===== config.mk =====
export PLATFORM = sky130hd
export DESIGN_NAME = uart_tx_os
export DESIGN_NICKNAME = d
export VERILOG_FILES = /design/src/rtl/uart_pkg.sv /design/src/rtl/uart_bit_timer.sv /design/src/rtl/uart_tx_os.sv
export SDC_FILE = /design/constraint.sdc
export NUM_CORES = 1
export LEC_CHECK = 0
export ABC_CLOCK_PERIOD_IN_PS = 2100
export BUFFER_PORTS_ARGS = -buffer_cell sky130_fd_sc_hd__buf_2
export CORE_MARGIN = 2
export CORE_UTILIZATION = 40
export DETAILED_ROUTE_END_ITERATION = 6
export PLACE_DENSITY_LB_ADDON = 0.25
export SYNTH_ARGS = -nofsm -noshare
export SYNTH_HDL_FRONTEND = slang
export SYNTH_SLANG_ARGS = --single-unit

===== constraint.sdc =====
create_clock -name CLK -period 2.1 [get_ports CLK]
set_clock_uncertainty 0.05 [all_clocks]
set_input_delay 0.315 -clock CLK [delete_from_list [all_inputs] [get_ports CLK]]
set_output_delay 0.315 -clock CLK [all_outputs]
set_load 0.005 [all_outputs]

===== src/rtl/uart_pkg.sv =====
// uart_pkg: shared definitions for the oversampled UART blocks.
// Holds the frame FSM state encoding, the prescale floor and the parity
// type encodings used by both transmitter and receiver.
package uart_pkg;

  // Frame state set: IDLE, START, DATA, PARITY, STOP.
  typedef logic [2:0] state_t;

  localparam state_t ST_IDLE   = 3'd0;
  localparam state_t ST_START  = 3'd1;
  localparam state_t ST_DATA   = 3'd2;
  localparam state_t ST_PARITY = 3'd3;
  localparam state_t ST_STOP   = 3'd4;

  // Smallest usable number of clock cycles per serial bit.
  localparam int MIN_PRESCALE = 4;

  // Parity type encodings on PAR_TYP.
  localparam logic PAR_EVEN = 1'b0;
  localparam logic PAR_ODD  = 1'b1;

endpackage


===== src/rtl/uart_bit_timer.sv =====
// uart_bit_timer: per-bit cycle counter for the oversampled transmitter.
// Latches the clamped prescale when a frame is accepted and counts
// 0..pre-1 inside every serial bit while the frame runs. bit_end marks the
// last cycle of a bit, near_end the cycle just before it.
import uart_pkg::*;

module uart_bit_timer #(
  parameter int PRE_WID = 6
) (
  input  logic               clk,
  input  logic               rst,
  input  logic               load,
  input  logic               run,
  input  logic [PRE_WID-1:0] prescale,
  output logic               bit_end,
  output logic               near_end
);

  localparam logic [PRE_WID-1:0] MIN_PRE = PRE_WID'(MIN_PRESCALE);
  localparam logic [PRE_WID-1:0] ONE     = PRE_WID'(1);
  localparam logic [PRE_WID-1:0] TWO     = PRE_WID'(2);

  logic [PRE_WID-1:0] pre_r;
  logic [PRE_WID-1:0] cyc_r;
  logic [PRE_WID-1:0] eff_pre_s;

  // Clamp the requested prescale up to the minimum usable value.
  always_comb begin
    eff_pre_s = prescale;
    if (prescale < MIN_PRE) begin
      eff_pre_s = MIN_PRE;
    end else begin
      eff_pre_s = prescale;
    end
  end

  assign bit_end  = run && (cyc_r == (pre_r - ONE));
  assign near_end = run && (cyc_r == (pre_r - TWO));

  // Prescale latch on accept; cycle counter wraps at the end of each bit.
  always_ff @(posedge clk) begin
    if (rst) begin
      pre_r <= '0;
      cyc_r <= '0;
    end else if (load) begin
      pre_r <= eff_pre_s;
      cyc_r <= '0;
    end else if (run) begin
      if (cyc_r == (pre_r - ONE)) begin
        cyc_r <= '0;
      end else begin
        cyc_r <= cyc_r + ONE;
      end
    end else begin
      cyc_r <= cyc_r;
    end
  end

endmodule


===== src/rtl/uart_tx_os.sv =====
// uart_tx_os: oversampled UART transmitter running on the receiver clock.
// Frame: start, DATA_WID data bits LSB first, optional parity, stop.
// Each serial bit is held for max(Prescale, 4) clock cycles. TX_OUT, Busy
// and Done are registered; Done pulses on the final stop-bit cycle.
// Build option: define UART_TX_TWO_STOP_EN for two stop bits per frame.
import uart_pkg::*;

module uart_tx_os #(
  parameter int DATA_WID = 8,
  parameter int PRE_WID  = 6
) (
  input  logic                CLK,
  input  logic                RST,
  input  logic [DATA_WID-1:0] P_DATA,
  input  logic                DATA_VALID,
  input  logic                PAR_EN,
  input  logic                PAR_TYP,
  input  logic [PRE_WID-1:0]  Prescale,
  output logic                TX_OUT,
  output logic                Busy,
  output logic                Done
);

  localparam int BIDX_WID = (DATA_WID > 1) ? $clog2(DATA_WID) : 1;
  localparam logic [BIDX_WID-1:0] BIDX_LAST = BIDX_WID'(DATA_WID - 1);

  state_t              state_r, state_nxt_s;
  logic                tx_r, tx_nxt_s;
  logic                busy_r, busy_nxt_s;
  logic                done_r, done_nxt_s;
  logic [BIDX_WID-1:0] bidx_r, bidx_nxt_s, bidx_inc_s;
  logic [DATA_WID-1:0] data_r;
  logic                par_en_r;
  logic                par_typ_r;
  logic                accept_s;
  logic                run_s;
  logic                bit_end_s;
  logic                near_end_s;
  logic                final_stop_s;
  logic                parity_s;

  // Parity bit for a data word: XOR of the bits, inverted for odd parity.
  function automatic logic calc_parity(input logic [DATA_WID-1:0] d, input logic typ);
    return (typ == PAR_ODD) ? ~(^d) : (^d);
  endfunction

  assign run_s      = (state_r != ST_IDLE);
  assign bidx_inc_s = bidx_r + BIDX_WID'(1);
  assign parity_s   = calc_parity(data_r, par_typ_r);

  uart_bit_timer #(
    .PRE_WID (PRE_WID)
  ) u_timer (
    .clk      (CLK),
    .rst      (RST),
    .load     (accept_s),
    .run      (run_s),
    .prescale (Prescale),
    .bit_end  (bit_end_s),
    .near_end (near_end_s)
  );

`ifdef UART_TX_TWO_STOP_EN
  logic stop_cnt_r;

  // Tracks which of the two stop bits is being sent.
  always_ff @(posedge CLK) begin
    if (RST) begin
      stop_cnt_r <= 1'b0;
    end else if (accept_s) begin
      stop_cnt_r <= 1'b0;
    end else if ((state_r == ST_STOP) && bit_end_s) begin
      stop_cnt_r <= ~stop_cnt_r;
    end else begin
      stop_cnt_r <= stop_cnt_r;
    end
  end

  assign final_stop_s = stop_cnt_r;
`else
  assign final_stop_s = 1'b1;
`endif

  // Next-state and next-output logic; outputs are the values for the next cycle.
  always_comb begin
    state_nxt_s = state_r;
    tx_nxt_s    = tx_r;
    busy_nxt_s  = busy_r;
    done_nxt_s  = 1'b0;
    bidx_nxt_s  = bidx_r;
    accept_s    = 1'b0;
    case (state_r)
      ST_IDLE: begin
        if (DATA_VALID) begin
          accept_s    = 1'b1;
          state_nxt_s = ST_START;
          tx_nxt_s    = 1'b0;
          busy_nxt_s  = 1'b1;
          bidx_nxt_s  = '0;
        end else begin
          tx_nxt_s   = 1'b1;
          busy_nxt_s = 1'b0;
        end
      end
      ST_START: begin
        if (bit_end_s) begin
          state_nxt_s = ST_DATA;
          tx_nxt_s    = data_r[0];
          bidx_nxt_s  = '0;
        end else begin
          tx_nxt_s = 1'b0;
        end
      end
      ST_DATA: begin
        if (bit_end_s) begin
          if (bidx_r == BIDX_LAST) begin
            if (par_en_r) begin
              state_nxt_s = ST_PARITY;
              tx_nxt_s    = parity_s;
            end else begin
              state_nxt_s = ST_STOP;
              tx_nxt_s    = 1'b1;
            end
          end else begin
            bidx_nxt_s = bidx_inc_s;
            tx_nxt_s   = data_r[bidx_inc_s];
          end
        end else begin
          tx_nxt_s = data_r[bidx_r];
        end
      end
      ST_PARITY: begin
        if (bit_end_s) begin
          state_nxt_s = ST_STOP;
          tx_nxt_s    = 1'b1;
        end else begin
          tx_nxt_s = parity_s;
        end
      end
      ST_STOP: begin
        tx_nxt_s   = 1'b1;
        done_nxt_s = near_end_s && final_stop_s;
        if (bit_end_s && final_stop_s) begin
          state_nxt_s = ST_IDLE;
          busy_nxt_s  = 1'b0;
        end else begin
          state_nxt_s = ST_STOP;
        end
      end
      default: begin
        state_nxt_s = ST_IDLE;
        tx_nxt_s    = 1'b1;
        busy_nxt_s  = 1'b0;
      end
    endcase
  end

  // State, output registers and the per-frame data/config latch.
  always_ff @(posedge CLK) begin
    if (RST) begin
      state_r   <= ST_IDLE;
      tx_r      <= 1'b1;
      busy_r    <= 1'b0;
      done_r    <= 1'b0;
      bidx_r    <= '0;
      data_r    <= '0;
      par_en_r  <= 1'b0;
      par_typ_r <= 1'b0;
    end else begin
      state_r <= state_nxt_s;
      tx_r    <= tx_nxt_s;
      busy_r  <= busy_nxt_s;
      done_r  <= done_nxt_s;
      bidx_r  <= bidx_nxt_s;
      if (accept_s) begin
        data_r    <= P_DATA;
        par_en_r  <= PAR_EN;
        par_typ_r <= PAR_TYP;
      end else begin
        data_r    <= data_r;
        par_en_r  <= par_en_r;
        par_typ_r <= par_typ_r;
      end
    end
  end

  assign TX_OUT = tx_r;
  assign Busy   = busy_r;
  assign Done   = done_r;

endmodule

==> metrics.csv <==
stage;metric;value;unit
cts;CTS buffer count;5;
finish;Final Non-Filler Cells;301;
sta;relative slew slack;38.6;%
detailed_routing;Vias;1678;
power;Int Pwr;1.05;mW
synth;post-synthesis cell area;1900;um^2
detailed_routing;Avg WL per Cell;15.6;um
synth;post-synthesis async set-or-reset flop share;0;%
finish;commonest non-fill, non-tap cell in the layout;dfxtp_1;
synth;syn_area_per_cell;9.62;um^2
detailed_routing;met3 WL;191;um
global_route;GR Overflow Total;0;
cts;clock root buffer;clkbuf_8;
setup_path;CP Max Fanout;4;
setup_path;WP depth;9;
synth;top post-synthesis cells by area;dfxtp_1 33%, a22o_1 5.1%, xor2_1 5.1%;
setup_path;Worst R2R Setup Slack;20;ps
setup_path;critical path required time;2260;ps
detailed_routing;final wirelength;4680;um
setup_path;Max stage delay on crit path;360;ps
finish;share of layout cells above drive strength 1;37.2;%
detailed_routing;metal1 wirelength;2320;um
synth;Ys Warns;0;
finish;area grow syn2layout;27.9;%
sta;RSZ-0062 raised after global routing;true;
synth;post-synth top area share;32.6;%
cts;CTS tree;yes;
cts;hold_buf cts;0;
die;Placeable Area;4660;um^2
detailed_routing;First DRT Iteration DRCs;114;
synth;Synth Instances;198;
cts;CTS sink count;31;
die;row cnt;25;
cts;worst-skew pair later-pin latency;300;ps
finish;# diodes;0;
global_route;first-pass GRT wire length;7480;um
synth;area leader, netlist;dfxtp_1;
synth;register area share after synthesis;32.6;%
synth;post-synth net total;223;
setup_path;type of destination of the critical path;register;
synth;dominant synthesized flop cell;dfxtp_1;
detailed_routing;max layer used;met4;
setup_path;Setup crit start;u_timer.pre_r[1];
global_route;GRT Total Usage;18.6;%
sta;Hold Worst Slack;160;ps
cts;H-tree levels;2;
power;Clock power frac;31.9;%
synth;Post-synth EDFFs;0;
min_path;HP Class;input port to register;
die;Die ar.;5330;um^2
detailed_routing;DRC;0;
cts;clock buffer depth;2;
power;Psw;0.495;mW
setup_path;Crit Path Class;register to register;
synth;Synth cell types;55;
global_route;number of global-route vias before repair;1579;
finish;commonest cells after routing, fill and taps aside;29 x dfxtp_1, 26 x buf_4, 21 x buf_2;
die;io pins;22;
sta;crit share post-route;99.0;%
sta;Max Fclk;481;MHz
setup_path;R2R Path Start;u_timer.pre_r[1];
finish;filler instances;415;
place;PortBufs;21;
place;dpl cells;289;
run;max cap viols;0;
sta;Final setup viols;0;
outcome;outcome;complete, no violations;
global_route;initial antenna violation count;0;
setup_path;CP cell instances;inv_2 > ha_1 > and2_4 > o31a_2 > o211a_4 > nand4_1 > buf_4 > nand3_2 > a221oi_2;
detailed_routing;drt via density;5.57;
die;DIE HEIGHT;73;um
setup_path;Worst Setup EP;bidx_r[0];
setup_path;Worst Path Arrival;2240;ps
power;Comb pwr share;25.8;%
place;hpwl dp;3380;um
setup_path;critical path launch point type;register;
setup_path;R2R Path End;bidx_r[0];
power;Lkg Pwr;0.997;nW
setup_path;Critical-path top delay cell;o31a_2;
setup_path;Worst Path Buf+Inv;2;
detailed_routing;remaining antenna violation count;0;
power;sequential cell fraction of total power;42.3;%
power;Tot Pwr;1.54;mW
sta;setup_tns;0;ps
power;PD cells;634;nW/um^2
setup_path;Top delay family on crit path;compound AO/OA/AOI/OAI gates;
global_route;largest net degree at the start of global routing;13;
place;GP Congestion;0.896;
synth;Synth Register Bits;31;
detailed_routing;met2 wire len;2070;um
finish;Final #Nets;271;
power;largest vdd supply drop;0.475;mV
cts;CTS clk-pin slew, worst paths;70;ps
sta;fin crit period;2080;ps
sta;Worst Max-Slew Pin Slew;921;ps
sta;pins over their slew limit;0;
setup_path;Reg2Reg Depth;9;
die;initial core utilization;40.9;%
power;switch share;32.1;%
detailed_routing;Pre-antenna DRT Iters;4;
sta;Hold Vio Cnt, Final;0;
die;Die Wd;73;um
## final cells by class
cell class                      count  area [um^2]  area share (%)
Clock buffer                        5         68.8            2.82
Clock inverter                      3         20.0           0.822
Inverter                           10         37.5            1.54
Multi-Input combinational cell    148         1280            52.7
Sequential cell                    31          623            25.6
Tap cell                           54         67.6            2.77
Timing Repair Buffer               50          334            13.7
## worst min path at each step
stage,from,end,slack [ps],cells past startpoint
detailed placement,Busy,Busy,430,2
floorplan,PAR_EN,par_en_r,370,2
global route,P_DATA[1],data_r[1],170,2
global placement,Busy,Busy,430,2
CTS,Prescale[0],u_timer.pre_r[0],160,3
finish,Prescale[0],u_timer.pre_r[0],160,3
## worst min-delay path, cell delays in order
cell and delay [ps]:
buf_2 70, nand2_1 30, o21ai_0 50
## power groups by stage
stage	sequential [mW]	clock, mW	combinational, mW
global route	0.657	0.525	0.438
finish	0.653	0.493	0.399
global placement	0.663	0	0.339
detailed placement	0.664	0	0.340
CTS	0.651	0.499	0.364
floorplan	0.659	0	0.235
## cells by family (layout without fill, tap and decap cells)
kind of cell | count (synthesis) | after routing | synth area share [%]
XOR/XNOR | 23 | 23 | 11.7
multiplexers | 7 | 7 | 7.10
AND/OR/NAND/NOR | 56 | 56 | 17.2
buffers and inverters | 19 | 68 | 4.93
AO/OA/AOI/OAI | 56 | 56 | 22.5
adder cells (fa/ha/maj) | 6 | 6 | 3.94
flip-flops | 31 | 31 | 32.6
## layer usage
layer  global-route usage (%)  vias to the layer above
li1                         -                      831
met1                     26.4                      804
met2                     26.6                       35
met3                     4.56                        8
met4                     8.44                        0
met5                        0                        -
## cell usage after synthesis (2+ instances only)
| master | n |
|---|---|
| clkbuf_1 | 3 |
| nor3_4 | 2 |
| or3_1 | 2 |
| nand2_1 | 11 |
| nor4_1 | 2 |
| o2bb2ai_1 | 2 |
| nor3_1 | 13 |
| inv_1 | 10 |
| ha_1 | 6 |
| a211oi_1 | 2 |
| a21oi_1 | 5 |
| nand4_1 | 4 |
| o21ai_0 | 12 |
| mux4_1 | 2 |
| nor2_1 | 7 |
| a31oi_2 | 2 |
| a31oi_1 | 3 |
| dfxtp_1 | 31 |
| xor2_1 | 11 |
| a21boi_0 | 4 |
| a31o_2 | 2 |
| xnor2_1 | 10 |
| mux2i_1 | 2 |
| buf_2 | 3 |
| nand3_1 | 3 |
| a22o_1 | 11 |
| nand2b_1 | 5 |
## per-stage QoR
step	utilization (%)	instance area, um^2	setup WS [ps]
final	52.3	2440	20.2
after global routing	52.3	2440	-78.4
after CTS	50.3	2340	0.862
after detailed placement	47.4	2210	-19.9
after floorplan	-	1900	2.92
after global placement	47.4	2210	6.73
## flip-flops by register name, summed over array words and instances (netlist names)
name           count
u_timer.pre_r      6
Done               1
Busy               1
bidx_r             3
u_timer.cyc_r      6
data_r             8
par_typ_r          1
par_en_r           1
TX_OUT             1
state_r            3
## timing repair
| action | 4_1_cts | 5_1_grt |
|---|---|---|
| setup endpoints to repair | 4 | 7 |
| setup buffers | 1 | 3 |
| gates resized for setup | 7 | 18 |
| pin swaps | 4 | 13 |
Power figures use the tool's default switching activity.
